--- config.mk ---
export PLATFORM = sky130hd
export DESIGN_NAME = mac_acc_seq
export DESIGN_NICKNAME = d
export VERILOG_FILES = /design/src/rtl/mac_acc_seq.sv
export SDC_FILE = /design/constraint.sdc
export NUM_CORES = 1
export LEC_CHECK = 0
export BUFFER_PORTS_ARGS = -buffer_cell sky130_fd_sc_hd__buf_2
export CAP_MARGIN = 20
export CORE_MARGIN = 4
export CORE_UTILIZATION = 51
export CTS_CLUSTER_DIAMETER = 60
export DETAILED_ROUTE_END_ITERATION = 8
export PLACE_DENSITY = 0.86
export SYNTH_ARGS = -nofsm -noshare
export SYNTH_HDL_FRONTEND = slang
export SYNTH_SLANG_ARGS = --single-unit
--- constraint.sdc ---
create_clock -name clk -period 3.7 [get_ports clk]
set_input_delay 0.37 -clock clk [delete_from_list [all_inputs] [get_ports clk]]
set_output_delay 0.37 -clock clk [all_outputs]
set_load 0.03 [all_outputs]
--- src/rtl/mac_acc_seq.sv ---
// Job sequencer for the 4-lane accumulator block: captures a job command, loads the
// block through its reset, gates operand beats into it and hands the frozen result downstream.
module mac_acc_seq #(
  parameter int MAC_CONF_WIDTH = 4,
  parameter int MAC_MIN_WIDTH  = 8,
  parameter int MAC_ACC_WIDTH  = 32,
  parameter int LEN_WIDTH      = 16
) (
  input  logic                                    clk,
  input  logic                                    rst,
  input  logic                                    cmd_valid,
  output logic                                    cmd_ready,
  input  logic [1:0]                              cmd_mode,
  input  logic [LEN_WIDTH-1:0]                    cmd_len,
  input  logic [4*MAC_ACC_WIDTH-1:0]              cmd_init,
  input  logic                                    op_valid,
  output logic                                    op_ready,
  output logic                                    blk_rst,
  output logic                                    blk_en,
  output logic [4*MAC_ACC_WIDTH+MAC_CONF_WIDTH-1:0] blk_cfg,
  output logic                                    res_valid,
  input  logic                                    res_ready,
  output logic                                    busy,
  output logic [15:0]                             job_cnt
);

  if (MAC_ACC_WIDTH < MAC_MIN_WIDTH || MAC_CONF_WIDTH < 4) begin : g_bad_params
    $error("mac_acc_seq: lane width below minimum or config field too narrow");
  end

  typedef enum logic [1:0] {IDLE, LOAD, RUN, DONE} state_t;

  state_t               state;
  state_t               next_state;
  logic [LEN_WIDTH-1:0] cnt;
  logic                 accept;
  logic                 beat;
  logic                 cmd_ready_d;
  logic                 op_ready_d;
  logic                 blk_rst_d;
  logic                 res_valid_d;

  assign accept = cmd_valid & cmd_ready;
  assign beat   = op_valid & op_ready;
  assign blk_en = beat;
  assign busy   = (state != IDLE);

  // Handshake outputs are registered from the next state so they are glitch-free
  always_ff @(posedge clk or negedge rst) begin
    if (!rst) begin
      state     <= IDLE;
      cmd_ready <= 1'b0;
      op_ready  <= 1'b0;
      blk_rst   <= 1'b1;
      res_valid <= 1'b0;
    end else begin
      state     <= next_state;
      cmd_ready <= cmd_ready_d;
      op_ready  <= op_ready_d;
      blk_rst   <= blk_rst_d;
      res_valid <= res_valid_d;
    end
  end

  always_comb begin
    next_state = state;
    unique case (state)
      IDLE: if (accept) next_state = LOAD;
      LOAD: next_state = (cnt == '0) ? DONE : RUN;
      RUN:  if (beat && cnt == LEN_WIDTH'(1)) next_state = DONE;
      DONE: if (res_ready) next_state = IDLE;
      default: next_state = IDLE;
    endcase
  end

  always_comb begin
    cmd_ready_d = (next_state == IDLE);
    op_ready_d  = (next_state == RUN);
    blk_rst_d   = (next_state == LOAD);
    res_valid_d = (next_state == DONE);
  end

  // Accumulate path is always selected; the cfg word is held until the next accept
  always_ff @(posedge clk or negedge rst) begin
    if (!rst) begin
      blk_cfg <= '0;
      cnt     <= '0;
      job_cnt <= '0;
    end else begin
      if (accept) begin
        blk_cfg <= {cmd_init, {(MAC_CONF_WIDTH-3){1'b0}}, 1'b1, cmd_mode};
        cnt     <= cmd_len;
      end else if (beat) begin
        cnt <= cnt - LEN_WIDTH'(1);
      end
      if (state == DONE && res_ready) job_cnt <= job_cnt + 16'd1;
    end
  end

endmodule

==> metrics.txt, run 1 <==
Main synth FF type dfrtp_1; P_sw 0.00376 W; Placement Cell Area 8450 um2; Synth area leader dfrtp_1; Pleak 5.14 nW; DIE HEIGHT 123 um; skew final 0.00576 ns; IO buf count 303; syn nets 903; I/O pin total 305; total negative slack 0 ns; largest net degree at the start of global routing 96; vias in the first global route 5629; post-DP HPWL 13100 um; TritonCTS buffer count 17; Layout Nets 1192; Post-CTS Resized 0; DR vias 5970; top-count cell post-synth nand2_1; Worst Tran Pin Value 0.868 ns; # diodes 0; Worst Setup End Kind register; reg2reg end blk_cfg[23]$_DFFE_PN0P_; Yosys top cell area share 61.9%; CTS tree done; postcts setup bufs 0; Crit Reg-Reg Startpoint cmd_ready$_DFF_PN0_; CP Max Fanout 83; Hold Vio Cnt, Final 0; first-pass GRT wire length 27700 um; Post-synth top cells 415 x nand2_1, 168 x dfrtp_1, 29 x clkbuf_1; Root Driver clkbuf_16; Final Wtd Congestion 0.837; row cnt 41; Pint 0.00469 W; final setup vio count 0; Seq pwr share 37.1%; Initial DRC Count 373; die area 15200 um2; top cells by area, synth dfrtp_1 62%, nand2_1 23%, xor2_1 1.8%, clkbuf_1 1.6%, xnor2_1 1.5%; Max-slew headroom 42.1%; Seq/Total Area, Yosys 62.2%; crit path DAT 2.36 ns; area grow syn2layout 33.1%; Clock Power Share 20.9%; fin area 9040 um2; cts hold-fix bufs 0; worst reg-to-reg setup slack 1.69 ns; FFs w/ async S/R, synth 100%; drt pass-1 iters 5; flops & latches, synth 169; Total GRT Usage 23.7%; layout cell share with drive strength beyond 1 33.3%; initial antenna violation count 0; gr ovfl total 0; crit path from cmd_ready$_DFF_PN0_; Worst-Skew Late Latency 0.42 ns; Avg Cell Area, Syn 9.09 um2; Post-synth EDFFs 0; total clock sinks 169; Tmin final 2.01 ns; total power 0.00845 W; logic gate share of total power 42.0%; # H-tree levels 4; Reg clk slew, reported paths 0.06 ns; DRT Wirelength 18200 um; Max Cap Viol 0; Min-Delay Path Class input port to asynchronous set/reset pin; run status completed; fmax 498 MHz; Final period util 54.2%; DRC 0; PwrDens 934 nW/um2; CP required 4.05 ns; WL per Instance 14.9 um; Pins Over Slew Limit 0; FF-to-FF path depth 4; Routed Antenna Nets 0; post-DR vias/cell 4.89; Critical Path Source Type register; Core Area 12800 um2; Initial Util 53.0%; VDD IR max 0.557 mV; RSZ-0062 raised after global routing no; Sw Ratio 44.5%; Synthesis Warnings 0; Longest Clk Path Bufs 2; Setup CP Type register to register; crit path to blk_cfg[23]$_DFFE_PN0P_; Mapped Area 6800 um2; Synth cell types 40; Post-Syn Instances 748; chip width 123 um
-- power by group through the flow --
stage	Clock (W)	Combinational (W)	Sequential, W
2_1_floorplan	0	0.00105	0.00446
3_3_place_gp	0	0.00349	0.00312
3_5_place_dp	0	0.00360	0.00312
4_1_cts	0.00180	0.00360	0.00312
5_1_grt	0.00188	0.00386	0.00323
6_report	0.00177	0.00355	0.00313
-- critical path, stage by stage, from the launching register on --
cell	delay (ns)
dfrtp_1	0.42
nand2_4	0.64
buf_4	0.63
nand2_1	0.14
nand2_1	0.10
-- worst min-delay path by stage --
stage	endpoint	depth (start not counted)	from	slack, ns
floorplan	blk_cfg[0]$_DFFE_PN0P_	0	rst	0.07
finish	blk_cfg[130]$_DFFE_PN0P_	1	rst	0.02
global route	blk_cfg[130]$_DFFE_PN0P_	1	rst	0.09
CTS	job_cnt[5]$_DFFE_PN0P_	1	rst	0.05
detailed placement	blk_cfg[2]$_DFFE_PN0P_	1	blk_cfg[2]$_DFFE_PN0P_	0.45
global placement	blk_cfg[2]$_DFFE_PN0P_	1	blk_cfg[2]$_DFFE_PN0P_	0.44
-- flip-flops by register name, summed over array words and instances, names as in the netlist --
register	flops
op_ready	1
blk_rst	1
res_valid	1
cmd_ready	1
cnt	16
job_cnt	16
state	2
blk_cfg	131
-- logic make-up (layout without fill, tap and decap cells) --
logic type                 Yosys count  after routing  synth area share [%]
xor gates and xnor gates            26             26                  3.35
adders and majority gates            4              4                 0.736
muxes                                1              1                 0.147
DFF                                169            169                  62.2
and+or+nand+nor                    484            484                  29.3
other                                1              1                0.0552
buffers and inverters               40            341                  2.32
AOI/OAI and AO/OA                   23             23                  1.84
-- cell type report --
type                    instances  area, um2
multi-input cells             539       2420
inverters                       4       15.0
well taps                     172        215
flip-flops and latches        169       4230
fillers                       992       3780
repair buffers                306       1570
clock buffers                  19        443
clock inverters                12        151
-- metal layers --
| metal | global-route usage (%) | part of all wire, % |
|---|---|---|
| met3 | 6.91 | 9.0 |
| met2 | 38.8 | 50 |
| met1 | 29.2 | 39 |
| met4 | 10.4 | 2.4 |
| met5 | 0 | 0 |
-- cell usage in the layout (no fill, tap or decap), drive strengths merged, types with 2 or more instances in the layout --
cell      Yosys  routed
dfrtp       168     168
clkinv        0       4
nor4          2       2
or3           5       5
o31ai         2       2
and2          3       3
nand3         8       8
a31oi         4       4
nand4         9       9
nor2         18      18
nand2       415     415
buf           6     306
or2           3       3
clkinvlp      0       5
clkbuf       30      19
ha            4       4
nor3          7       7
xnor2        12      12
bufinv        0       3
o21ai        16      16
or4           5       5
nand4b        2       2
and3          2       2
inv           4       4
xor2         14      14
-- per-stage QoR --
stage / utilization [%] / hold slack (ns) / setup slack, ns / std cells
floorplan: - / 0.0744 / 2.01 / 748
global route: 70.5 / 0.0877 / 1.52 / 1221
finish: 70.5 / 0.0231 / 1.69 / 1221
CTS: 70.5 / 0.0529 / 1.66 / 1221
global placement: 65.9 / 0.445 / 1.65 / 1190
detailed placement: 65.9 / 0.450 / 1.60 / 1190
Power figures use the tool's default switching activity.
==> run 2: changes to the inputs <==
--- a/config.mk
+++ b/config.mk
@@ -8,10 +8,10 @@
 export BUFFER_PORTS_ARGS = -buffer_cell sky130_fd_sc_hd__buf_2
 export CAP_MARGIN = 20
 export CORE_MARGIN = 4
-export CORE_UTILIZATION = 51
+export CORE_UTILIZATION = 43
 export CTS_CLUSTER_DIAMETER = 60
 export DETAILED_ROUTE_END_ITERATION = 8
-export PLACE_DENSITY = 0.86
+export PLACE_DENSITY = 0.77
 export SYNTH_ARGS = -nofsm -noshare
 export SYNTH_HDL_FRONTEND = slang
 export SYNTH_SLANG_ARGS = --single-unit
==> constraint.sdc (replaced) <==
create_clock -name clk -period 1.7 [get_ports clk]
set_input_delay 0.17 -clock clk [delete_from_list [all_inputs] [get_ports clk]]
set_output_delay 0.17 -clock clk [all_outputs]
set_load 0.03 [all_outputs]
==> run 2 against run 1 <==
Sequential share of layout area shrank 7.7 points; clock skew increased by 0.0061 ns; register-to-register slack lost 1.7 ns; via count up 17%; routed wire length grew 26%; cell count is 17% higher; sequential cell count did not move; global-route usage rose by 1.6 points.
==> metrics.txt, run 2 (same netlist as run 1, synthesis figures left out) <==
CTS tree done (unchanged); Reg clk slew, reported paths 0.06 ns (about the same); slowest stage cell, crit path or4_1 (was nand2_4); run status completed (unchanged); WL per Instance 16.1 um (was 14.9 um); DP Cell Count 1243 (was 1190); final setup vio count 0 (unchanged); Pint 0.0109 W (was 0.00469 W); I/O pin total 305 (unchanged); Crit path largest cell delay 0.42 ns (was 0.64 ns); CP required 2.03 ns (was 4.05 ns); largest register by flop count blk_cfg (unchanged); post-DP HPWL 13300 um (was 13100 um); DRT Wirelength 22900 um (was 18200 um); Max Cap Viol 0 (unchanged); Worst Setup End Kind register (unchanged); row cnt 45 (was 41); Final Wtd Congestion 0.889 (was 0.837); delay-heaviest family, CP simple AND/OR/NAND/NOR gates (unchanged); commonest non-fill, non-tap cell in the layout nand2_1 (unchanged); Initial DRC Count 451 (was 373); commonest non-fill, non-tap cells in the layout 414 x nand2_1, 301 x buf_2, 167 x dfrtp_1 (was 414 x nand2_1, 302 x buf_2, 168 x dfrtp_1); PwrDens 1820 nW/um2 (was 934 nW/um2); VDD IR max 1.21 mV (was 0.557 mV); drt pass-1 iters 5 (unchanged); FF-to-FF path depth 6 (was 4); biggest regs blk_cfg x131, cnt x16, job_cnt x16 (unchanged); Tmin final 1.67 ns (was 2.01 ns); vias in the first global route 7379 (was 5629); Min-Delay Path Class input port to register (was input port to asynchronous set/reset pin); IO buf count 303 (unchanged); # H-tree levels 4 (unchanged); Longest Clk Path Bufs 2 (unchanged); DIE HEIGHT 134 um (was 123 um); Layout Nets 1355 (was 1192); Cell Chain, Critical Path inv_2 -> ha_1 -> and4b_1 -> nand3_1 -> or4_1 -> a31oi_1 (was nand2_4 -> buf_4 -> nand2_1 -> nand2_1); Seq pwr share 34.6% (was 37.1%); DR vias 6990 (was 5970); logic gate share of total power 43.8% (was 42.0%); RSZ-0062 raised after global routing yes (was no); DRC 0 (unchanged); gr ovfl total 0 (unchanged); TritonCTS buffer count 17 (unchanged); Clock Power Share 21.5% (was 20.9%); Initial Util 44.2% (was 53.0%); Pins Over Slew Limit 0 (unchanged); Routed Antenna Nets 0 (unchanged); min-delay src cmd_len[11]; Pleak 5.91 nW (was 5.14 nW); largest net degree at the start of global routing 85 (was 96); Total GRT Usage 25.3% (was 23.7%); pre-CTS setup slack -0.00469 ns (was 1.60 ns); Final period util 98.1% (was 54.2%); crit path DAT 2.00 ns (was 2.36 ns); die area 17900 um2 (was 15200 um2); total clock sinks 169 (unchanged); critical path buffer and inverter count 1 (unchanged); P_sw 0.00882 W (was 0.00376 W); fmax 599 MHz (was 498 MHz); fill cell count 1044 (was 992); reg2reg end cnt[14]$_DFFE_PN0P_ (was blk_cfg[23]$_DFFE_PN0P_); worst reg-to-reg setup slack 0.03 ns (was 1.69 ns); Sw Ratio 44.8% (was 44.5%); Critical Path Source Type register (unchanged); Setup CP Type register to register (unchanged); Crit Reg-Reg Startpoint cnt[0]$_DFFE_PN0P_ (was cmd_ready$_DFF_PN0_); worst hold path depth 3; CP Max Fanout 3 (was 83); skew final 0.0118 ns (was 0.00576 ns); Worst-Skew Late Latency 0.42 ns (about the same); Final Core Density 70.5% (about the same); post-DR vias/cell 4.91 (was 4.89); Layout Cells excl Fill 1425 (was 1221); first-pass GRT wire length 36400 um (was 27700 um); Core Area 15400 um2 (was 12800 um2); initial antenna violation count 1 (was 0); chip width 134 um (was 123 um); Hold Vio Cnt, Final 0 (unchanged); Hold Path Sink cnt[11]$_DFFE_PN0P_; area grow syn2layout 59.4% (was 33.1%); PnR worst setup slack 0.0316 ns (was 1.69 ns); max FFs per register 131 (unchanged); Root Driver clkbuf_16 (unchanged); layout cell share with drive strength beyond 1 31.3% (was 33.3%)
[run 2: cell count changes in the layout (fill, tap and decap cells not counted), moves of 4 or more]
cell	previous run	this run
clkinvlp_4	5	1
inv_6	0	4
dlygate4sd3_1	0	143
buf_12	2	7
buf_4	1	16
[run 2: tightest hold or removal path, cell delays in order]
cell and delay, ns:
buf_2 0.08, nor2_1 0.04, a31oi_1 0.12
[run 2: through the flow]
step	cell area, um2	TNS (ns)	total power (W)	hold WS [ns]
after CTS	10800	0	0.0194	0.0165
final	10800	0	0.0197	0.0332
after detailed placement	8670	-0.00469	0.0148	-0.0118
after floorplan	6800	0	0.0120	-0.126
after global routing	10800	-0.0489	0.0207	0.0496
after global placement	8670	0	0.0146	-0.0102
[run 2: layout make-up]
cell class                 instances  area, um2  share of cell area [%]
antenna                            1       2.50                  0.0231
clock buffer                      18        439                    4.05
clock inverter                    14        208                    1.92
inverter                           4       15.0                   0.139
multi-input combinational        539       2460                    22.7
sequential                       169       4230                    39.1
tap                              211        264                    2.44
timing repair buffer             469       3220                    29.7
[run 2: layer usage]
metal	wire length (um)	share of wire, %	vias up	GRT usage [%]
met3	2060	9.0	80	7.36
li1	-	-	3239	-
met5	0	0	-	0
met1	8400	37	3294	29.1
met2	11500	50	377	42.9
met4	971	4.2	0	12.9
[run 2: repair_timing]
item | 4_1_cts | 5_1_grt
gates resized for setup | 2 | 8
setup endpoints to repair | 2 | 6
endpoints found under the hold margin | 310 | 0
gates cloned | 0 | 0
hold buffers | 143 | 0
pin swaps | 1 | 3
setup buffers | 2 | 4
[run 2: worst max path at each step]
stage	startpoint	to	slack, ns	depth (start not counted)
6_report	cnt[0]$_DFFE_PN0P_	cnt[14]$_DFFE_PN0P_	0.03	6
5_1_grt	cnt[1]$_DFFE_PN0P_	cnt[14]$_DFFE_PN0P_	-0.05	6
4_1_cts	state[1]$_DFF_PN0_	busy	0.01	3
3_5_place_dp	cnt[10]$_DFFE_PN0P_	cnt[14]$_DFFE_PN0P_	-0.005	3
3_3_place_gp	cnt[10]$_DFFE_PN0P_	cnt[14]$_DFFE_PN0P_	0.07	3
2_1_floorplan	job_cnt[0]$_DFFE_PN0P_	job_cnt[12]$_DFFE_PN0P_	0.01	5
[run 2: power groups by stage]
| stage | Clock, W | Sequential, W | Combinational, W |
|---|---|---|---|
| after floorplan | 0 | 0.00971 | 0.00229 |
| after global routing | 0.00446 | 0.00703 | 0.00924 |
| final | 0.00425 | 0.00683 | 0.00863 |
| after detailed placement | 0 | 0.00674 | 0.00809 |
| after global placement | 0 | 0.00669 | 0.00793 |
| after CTS | 0.00427 | 0.00674 | 0.00839 |
